$ cat src/rtl/spi_pkg.sv
// Shared widths, FSM encoding and constants for the SPI arbiter slice.
package spi_pkg;

    localparam int SPI_DATA_W  = 32;
    localparam int SPI_NBITS_W = 5;

    localparam logic [SPI_DATA_W-1:0] TIMEOUT_DATA = 32'hFFFF_FFFF;

    typedef enum logic [1:0] {
        ST_IDLE      = 2'd0,
        ST_WAIT_BUSY = 2'd1,
        ST_WAIT_DONE = 2'd2
    } spi_state_t;

endpackage

$ cat src/rtl/rr_pick.sv
// Combinational round-robin picker: the first set request strictly after ptr,
// wrapping around, wins.
module rr_pick #(
    parameter int NUM_REQ = 2,
    parameter int PTR_W   = (NUM_REQ > 1) ? $clog2(NUM_REQ) : 1
) (
    input  logic [NUM_REQ-1:0] req,
    input  logic [PTR_W-1:0]   ptr,
    output logic [PTR_W-1:0]   win,
    output logic               any
);

    logic [PTR_W-1:0]     start;
    logic [2*NUM_REQ-1:0] rot;

    assign start = (ptr == PTR_W'(NUM_REQ - 1)) ? '0 : ptr + PTR_W'(1);
    assign rot   = {req, req} >> start;

    // rot[k] is the request k positions after start; the lowest such k wins.
    always_comb begin
        int w;
        win = '0;
        any = 1'b0;
        w   = 0;
        for (int k = 0; k < NUM_REQ; k++) begin
            if (!any && rot[k]) begin
                w = int'(start) + k;
                if (w >= NUM_REQ) begin
                    w = w - NUM_REQ;
                end
                win = PTR_W'(w);
                any = 1'b1;
            end
        end
    end

endmodule

$ cat src/rtl/spi_arbiter.sv
// Round-robin arbiter sharing one SPI master between NUM_REQ clients, with a
// per-phase watchdog that aborts a stuck handshake.
module spi_arbiter
    import spi_pkg::*;
#(
    parameter int NUM_REQ        = 2,
    parameter int TIMEOUT_CYCLES = 1024
) (
    input  logic                          clk_in,
    input  logic                          rst,
    input  logic [NUM_REQ-1:0]            req_valid,
    input  logic [NUM_REQ*SPI_DATA_W-1:0] req_mosi_data,
    input  logic [NUM_REQ*SPI_NBITS_W-1:0] req_nbits,
    output logic [NUM_REQ-1:0]            req_grant,
    output logic [NUM_REQ-1:0]            rsp_valid,
    output logic [SPI_DATA_W-1:0]         rsp_miso_data,
    output logic                          rsp_timeout,
    output logic [SPI_DATA_W-1:0]         spi_mosi_data,
    output logic [SPI_NBITS_W-1:0]        spi_nbits,
    output logic                          spi_request,
    input  logic                          spi_ready,
    input  logic [SPI_DATA_W-1:0]         spi_miso_data,
    output logic                          busy,
    output logic [7:0]                    err_count
);

    localparam int PTR_W = (NUM_REQ > 1) ? $clog2(NUM_REQ) : 1;
    localparam int CNT_W = $clog2(TIMEOUT_CYCLES);
    localparam logic [CNT_W-1:0] CNT_LAST = CNT_W'(TIMEOUT_CYCLES - 1);

    spi_state_t             state;
    logic [PTR_W-1:0]       ptr;
    logic [PTR_W-1:0]       owner;
    logic [CNT_W-1:0]       cnt;
    logic [PTR_W-1:0]       win;
    logic                   any;
    logic                   phase_exit;
    logic [SPI_DATA_W-1:0]  data_arr  [NUM_REQ];
    logic [SPI_NBITS_W-1:0] nbits_arr [NUM_REQ];

    for (genvar i = 0; i < NUM_REQ; i++) begin : g_unpack
        assign data_arr[i]  = req_mosi_data[SPI_DATA_W*i +: SPI_DATA_W];
        assign nbits_arr[i] = req_nbits[SPI_NBITS_W*i +: SPI_NBITS_W];
    end

    rr_pick #(
        .NUM_REQ(NUM_REQ),
        .PTR_W  (PTR_W)
    ) u_pick (
        .req(req_valid),
        .ptr(ptr),
        .win(win),
        .any(any)
    );

    // WAIT_BUSY leaves when the master goes busy, WAIT_DONE when it is ready again.
    assign phase_exit = (state == ST_WAIT_BUSY) ? !spi_ready : spi_ready;

    always_ff @(posedge clk_in or posedge rst) begin
        if (rst) begin
            state         <= ST_IDLE;
            ptr           <= PTR_W'(NUM_REQ - 1);
            owner         <= '0;
            cnt           <= '0;
            req_grant     <= '0;
            rsp_valid     <= '0;
            rsp_miso_data <= '0;
            rsp_timeout   <= 1'b0;
            spi_mosi_data <= '0;
            spi_nbits     <= '0;
            spi_request   <= 1'b0;
            busy          <= 1'b0;
            err_count     <= '0;
        end else begin
            req_grant   <= '0;
            rsp_valid   <= '0;
            rsp_timeout <= 1'b0;
            case (state)
                ST_IDLE: begin
                    if (spi_ready && any) begin
                        spi_mosi_data  <= data_arr[win];
                        spi_nbits      <= nbits_arr[win];
                        req_grant[win] <= 1'b1;
                        spi_request    <= 1'b1;
                        owner          <= win;
                        ptr            <= win;
                        cnt            <= '0;
                        busy           <= 1'b1;
                        state          <= ST_WAIT_BUSY;
                    end
                end
                ST_WAIT_BUSY, ST_WAIT_DONE: begin
                    if (phase_exit && state == ST_WAIT_BUSY) begin
                        spi_request <= 1'b0;
                        cnt         <= '0;
                        state       <= ST_WAIT_DONE;
                    end else if (phase_exit) begin
                        rsp_miso_data    <= spi_miso_data;
                        rsp_valid[owner] <= 1'b1;
                        busy             <= 1'b0;
                        state            <= ST_IDLE;
                    end else if (cnt == CNT_LAST) begin
                        // Abort: hand the owner a poisoned word flagged as timed out.
                        spi_request      <= 1'b0;
                        rsp_miso_data    <= TIMEOUT_DATA;
                        rsp_valid[owner] <= 1'b1;
                        rsp_timeout      <= 1'b1;
                        busy             <= 1'b0;
                        if (err_count != 8'hFF) begin
                            err_count <= err_count + 8'd1;
                        end
                        state <= ST_IDLE;
                    end else begin
                        cnt <= cnt + CNT_W'(1);
                    end
                end
                default: begin
                    state <= ST_IDLE;
                end
            endcase
        end
    end

endmodule

$ cat config.mk
export PLATFORM = sky130hd
export DESIGN_NAME = spi_arbiter
export DESIGN_NICKNAME = d
export VERILOG_FILES = /design/src/rtl/spi_pkg.sv /design/src/rtl/rr_pick.sv /design/src/rtl/spi_arbiter.sv
export SDC_FILE = /design/constraint.sdc
export NUM_CORES = 1
export LEC_CHECK = 0
export ABC_AREA = 1
export BUFFER_PORTS_ARGS = -buffer_cell sky130_fd_sc_hd__buf_2
export CAP_MARGIN = 10
export CORE_ASPECT_RATIO = 0.8
export CORE_MARGIN = 4
export CORE_UTILIZATION = 48
export CTS_BUF_LIST = sky130_fd_sc_hd__clkbuf_8 sky130_fd_sc_hd__clkbuf_16
export DETAILED_ROUTE_END_ITERATION = 16
export PLACE_DENSITY_LB_ADDON = 0.15
export RECOVER_POWER = 25
export SLEW_MARGIN = 20
export SYNTH_ARGS = -nofsm -noshare
export SYNTH_HDL_FRONTEND = slang
export SYNTH_SLANG_ARGS = --single-unit
$ cat constraint.sdc
create_clock -name clk_in -period 3.7 [get_ports clk_in]
set_clock_uncertainty 0.05 [all_clocks]
set_input_delay 0.185 -clock clk_in [delete_from_list [all_inputs] [get_ports clk_in]]
set_output_delay 0.185 -clock clk_in [all_outputs]
set_load 0.02 [all_outputs]
==> results by group <==
Routing
  • # DRC: 0
  • Total Wirelength: 12400 microns
  • ANT nets after route: 0
  • Vias per cell: around 5.1
  • Vias post-DR: between 4000 and 5000
  • First-pass iteration count of the detailed router: 4
  • Initial DRC count: 263
  • DR WL/cell: 14.7 microns

Timing
  • Fin Setup TNS: 0 ps
  • Clock period minus worst slack: 2690 ps
  • Fin crit share: between 70% and 80%
  • Final setup viols: 0
  • RSZ-0062 raised after global routing: no
  • Rel. slew slack: 19.0%
  • Max Slew Vio Count: 0
  • Maximum clock rate: 372 MHz
  • Slew @ Worst Pin: 1210 ps
  • Final Hold Viols: 0

CTS
  • Clk_lat worst skew: approximately 340 ps
  • Clock Path Buffers: 2
  • Root Buffer: clkbuf_16
  • Postcts setup bufs: 0
  • Num CTS Buffers: 9
  • CTS tree: built
  • # resized after CTS: 0
  • Clock sink total: 98
  • Count of hold-fix buffers inserted at cts: 23
  • Worst-path clk slew: 70 ps
  • H-tree depth: 3

GRT
  • Total track usage: between 20% and 30%
  • Initial antenna violation count: 0
  • First-pass GRT wire length: approximately 19000 microns
  • Vias in the first global route: between 4000 and 5000
  • Remaining global-route overflow: 0
  • Largest net degree at the start of global routing: 65

Yosys
  • Cell variety after synth: 31
  • Syn nets: 629
  • Primary FF master, synth: dfrtp_1
  • Top cells by area, synth: dfrtp_1 54%, nand2_1 15%, a22oi_1 6.2%
  • Synth Instances: 512
  • Synth top area share: 54.5%
  • Yosys Warn Count: 0
  • Seq/Total Area, Yosys: between 50% and 60%
  • Most frequent cell after synthesis: nand2_1
  • Syn avg cell area: 8.70 sq um
  • Post-synth EDFFs: 0
  • Flip-flop and latch count after synthesis: 98
  • Area leader, netlist: dfrtp_1
  • Asr flop ratio synth: 100%
  • Netlist Area Pre-Place: approximately 4500 sq um
  • Most frequent cells after synthesis: 179 x nand2_1, 97 x dfrtp_1, 43 x nor2_1

Worst setup path
  • R2R Setup Slk: roughly 1000 ps
  • Worst Path Arrival: around 3000 ps
  • CP Max Fanout: 38
  • Crit. End Element: flop
  • WS Path Type: flop to flop
  • Req. time, crit path: 3930 ps
  • CP Launch Type: flop
  • Worst r2r dst: spi_mosi_data[14]
  • R2R depth: 11
  • FF-to-FF Start: state[1]

Power and ir drop
  • P_sw: 2210 uW
  • Reg power frac: 35.5%
  • Switching part of the total: 44.5%
  • LEAKAGE: 0.00310 uW
  • P_int: 2760 uW
  • Logic pwr share: a little under half
  • Power per cell area: approximately 830 nW/um^2
  • Max IR drop VDD: 426 uV
  • Power share of the clock group: between 10% and 20%

Hold path
  • Hold Crit Class: input pin to flop
  • Worst Hold Path Cells: 3
  • Hold path endpoint: spi_mosi_data[25]
  • Min-delay src: req_mosi_data[25]

Floorplan
  • Core area: 9040 sq um
  • Core Rows: 31
  • Io pins: 195
  • Die span in y: 94.2 microns
  • Die Wd: 116 microns
  • Die Area: 10900 sq um
  • Starting Density: 49.3%

Layout
  • Final nets: 838
  • Area Overhead vs Synth: 33.7%
  • Antenna Cells: 0
  • Multi-input gate area: 1790 sq um
  • Final instance area: 5960 sq um
  • Register area: between 2000 and 2500 sq um
  • Filler cell count: 756
  • Share of cells above drive strength 1: 25.5%

Placed design
  • Post-detail-place hpwl: 8880 microns
  • Gpl congestion: 0.836
  • # port buffers: 194
  • Dpl cell area: roughly 5500 sq um

Status
  • Outcome: finished clean

Run
  • Max cap viols: 0
-- state kept, by name, summed over array words and instances, names as in the netlist --
register,count
cnt,10
req_grant,2
rsp_valid,2
owner,1
state,2
spi_request,1
ptr,1
busy,1
rsp_timeout,1
spi_mosi_data,32
rsp_miso_data,32
spi_nbits,5
err_count,8
-- stage by stage --
step	power [uW]	hold WS, ps	util, %	cells	setup WS (ps)
finish	4970	2.74	65.9	840	1010
global placement	4020	156	60.8	802	1330
floorplan	3370	252	-	512	905
detailed placement	4080	166	60.8	802	1200
global route	5320	14.1	65.9	840	830
CTS	5060	0.117	66.6	840	1020
-- metal layers --
metal	vias up	global-route usage [%]	part of all wire, %
li1	2094	-	-
met1	1968	30.7	44
met2	174	34.7	46
met3	24	5.73	7.6
met4	0	8.70	2.6
met5	-	0	0
-- area by class of cell --
cell class / instances / share of cell area, %
flip-flops and latches: 98 / 41.2
multi-input cells: 364 / 30.0
repair buffers: 223 / 20.0
clock buffers: 9 / 3.78
well taps: 115 / 2.41
inverters: 25 / 1.60
clock inverters: 6 / 1.11
-- layout by cell type (no fill, tap or decap), drive strengths merged --
master       count
ha               6
dfrtp           97
clkbuf          54
nand4            5
xor2             4
a22oi           37
or2              1
nor3             5
a21oi            1
buf            155
inv             27
dfstp            1
bufinv           1
o21ai           47
xnor2            1
nor2            47
nand3b           2
nand3           22
dlygate4sd3     23
clkinvlp         3
o21bai           3
nand2          182
a21boi           1
-- worst max-delay path, stage by stage, from the launching register on --
cell	delay, ps
dfrtp_1	370
inv_1	90
ha_1	180
inv_1	80
nor2_1	180
inv_1	160
buf_4	280
nor2_2	120
buf_4	370
nand2_1	100
nand2_1	80
dlygate4sd3_1	530
-- power by group through the flow --
| stage | clock network [uW] | registers [uW] | logic [uW] |
|---|---|---|---|
| floorplan | 0 | 2230 | 1140 |
| global placement | 0 | 1760 | 2260 |
| detailed placement | 0 | 1760 | 2320 |
| CTS | 947 | 1750 | 2360 |
| global route | 986 | 1810 | 2530 |
| finish | 930 | 1760 | 2270 |
-- how the worst max path moves through the flow --
stage,start,to,slack [ps],cells past startpoint
after floorplan,rst,busy,900,1
after global placement,state[1],rsp_miso_data[20],1330,10
after CTS,state[1],spi_mosi_data[14],1020,11
final,state[1],spi_mosi_data[14],1010,11
after detailed placement,state[1],rsp_miso_data[23],1200,10
after global routing,state[1],spi_mosi_data[14],830,11
-- cells by family after synthesis --
family,share of synthesized area [%]
and+or+nand+nor,24.6
DFF,55.1
AOI/OAI and AO/OA,12.7
buffers and inverters,4.94
adders and majority gates,1.68
xor gates and xnor gates,0.983
Power figures use the tool's default switching activity.
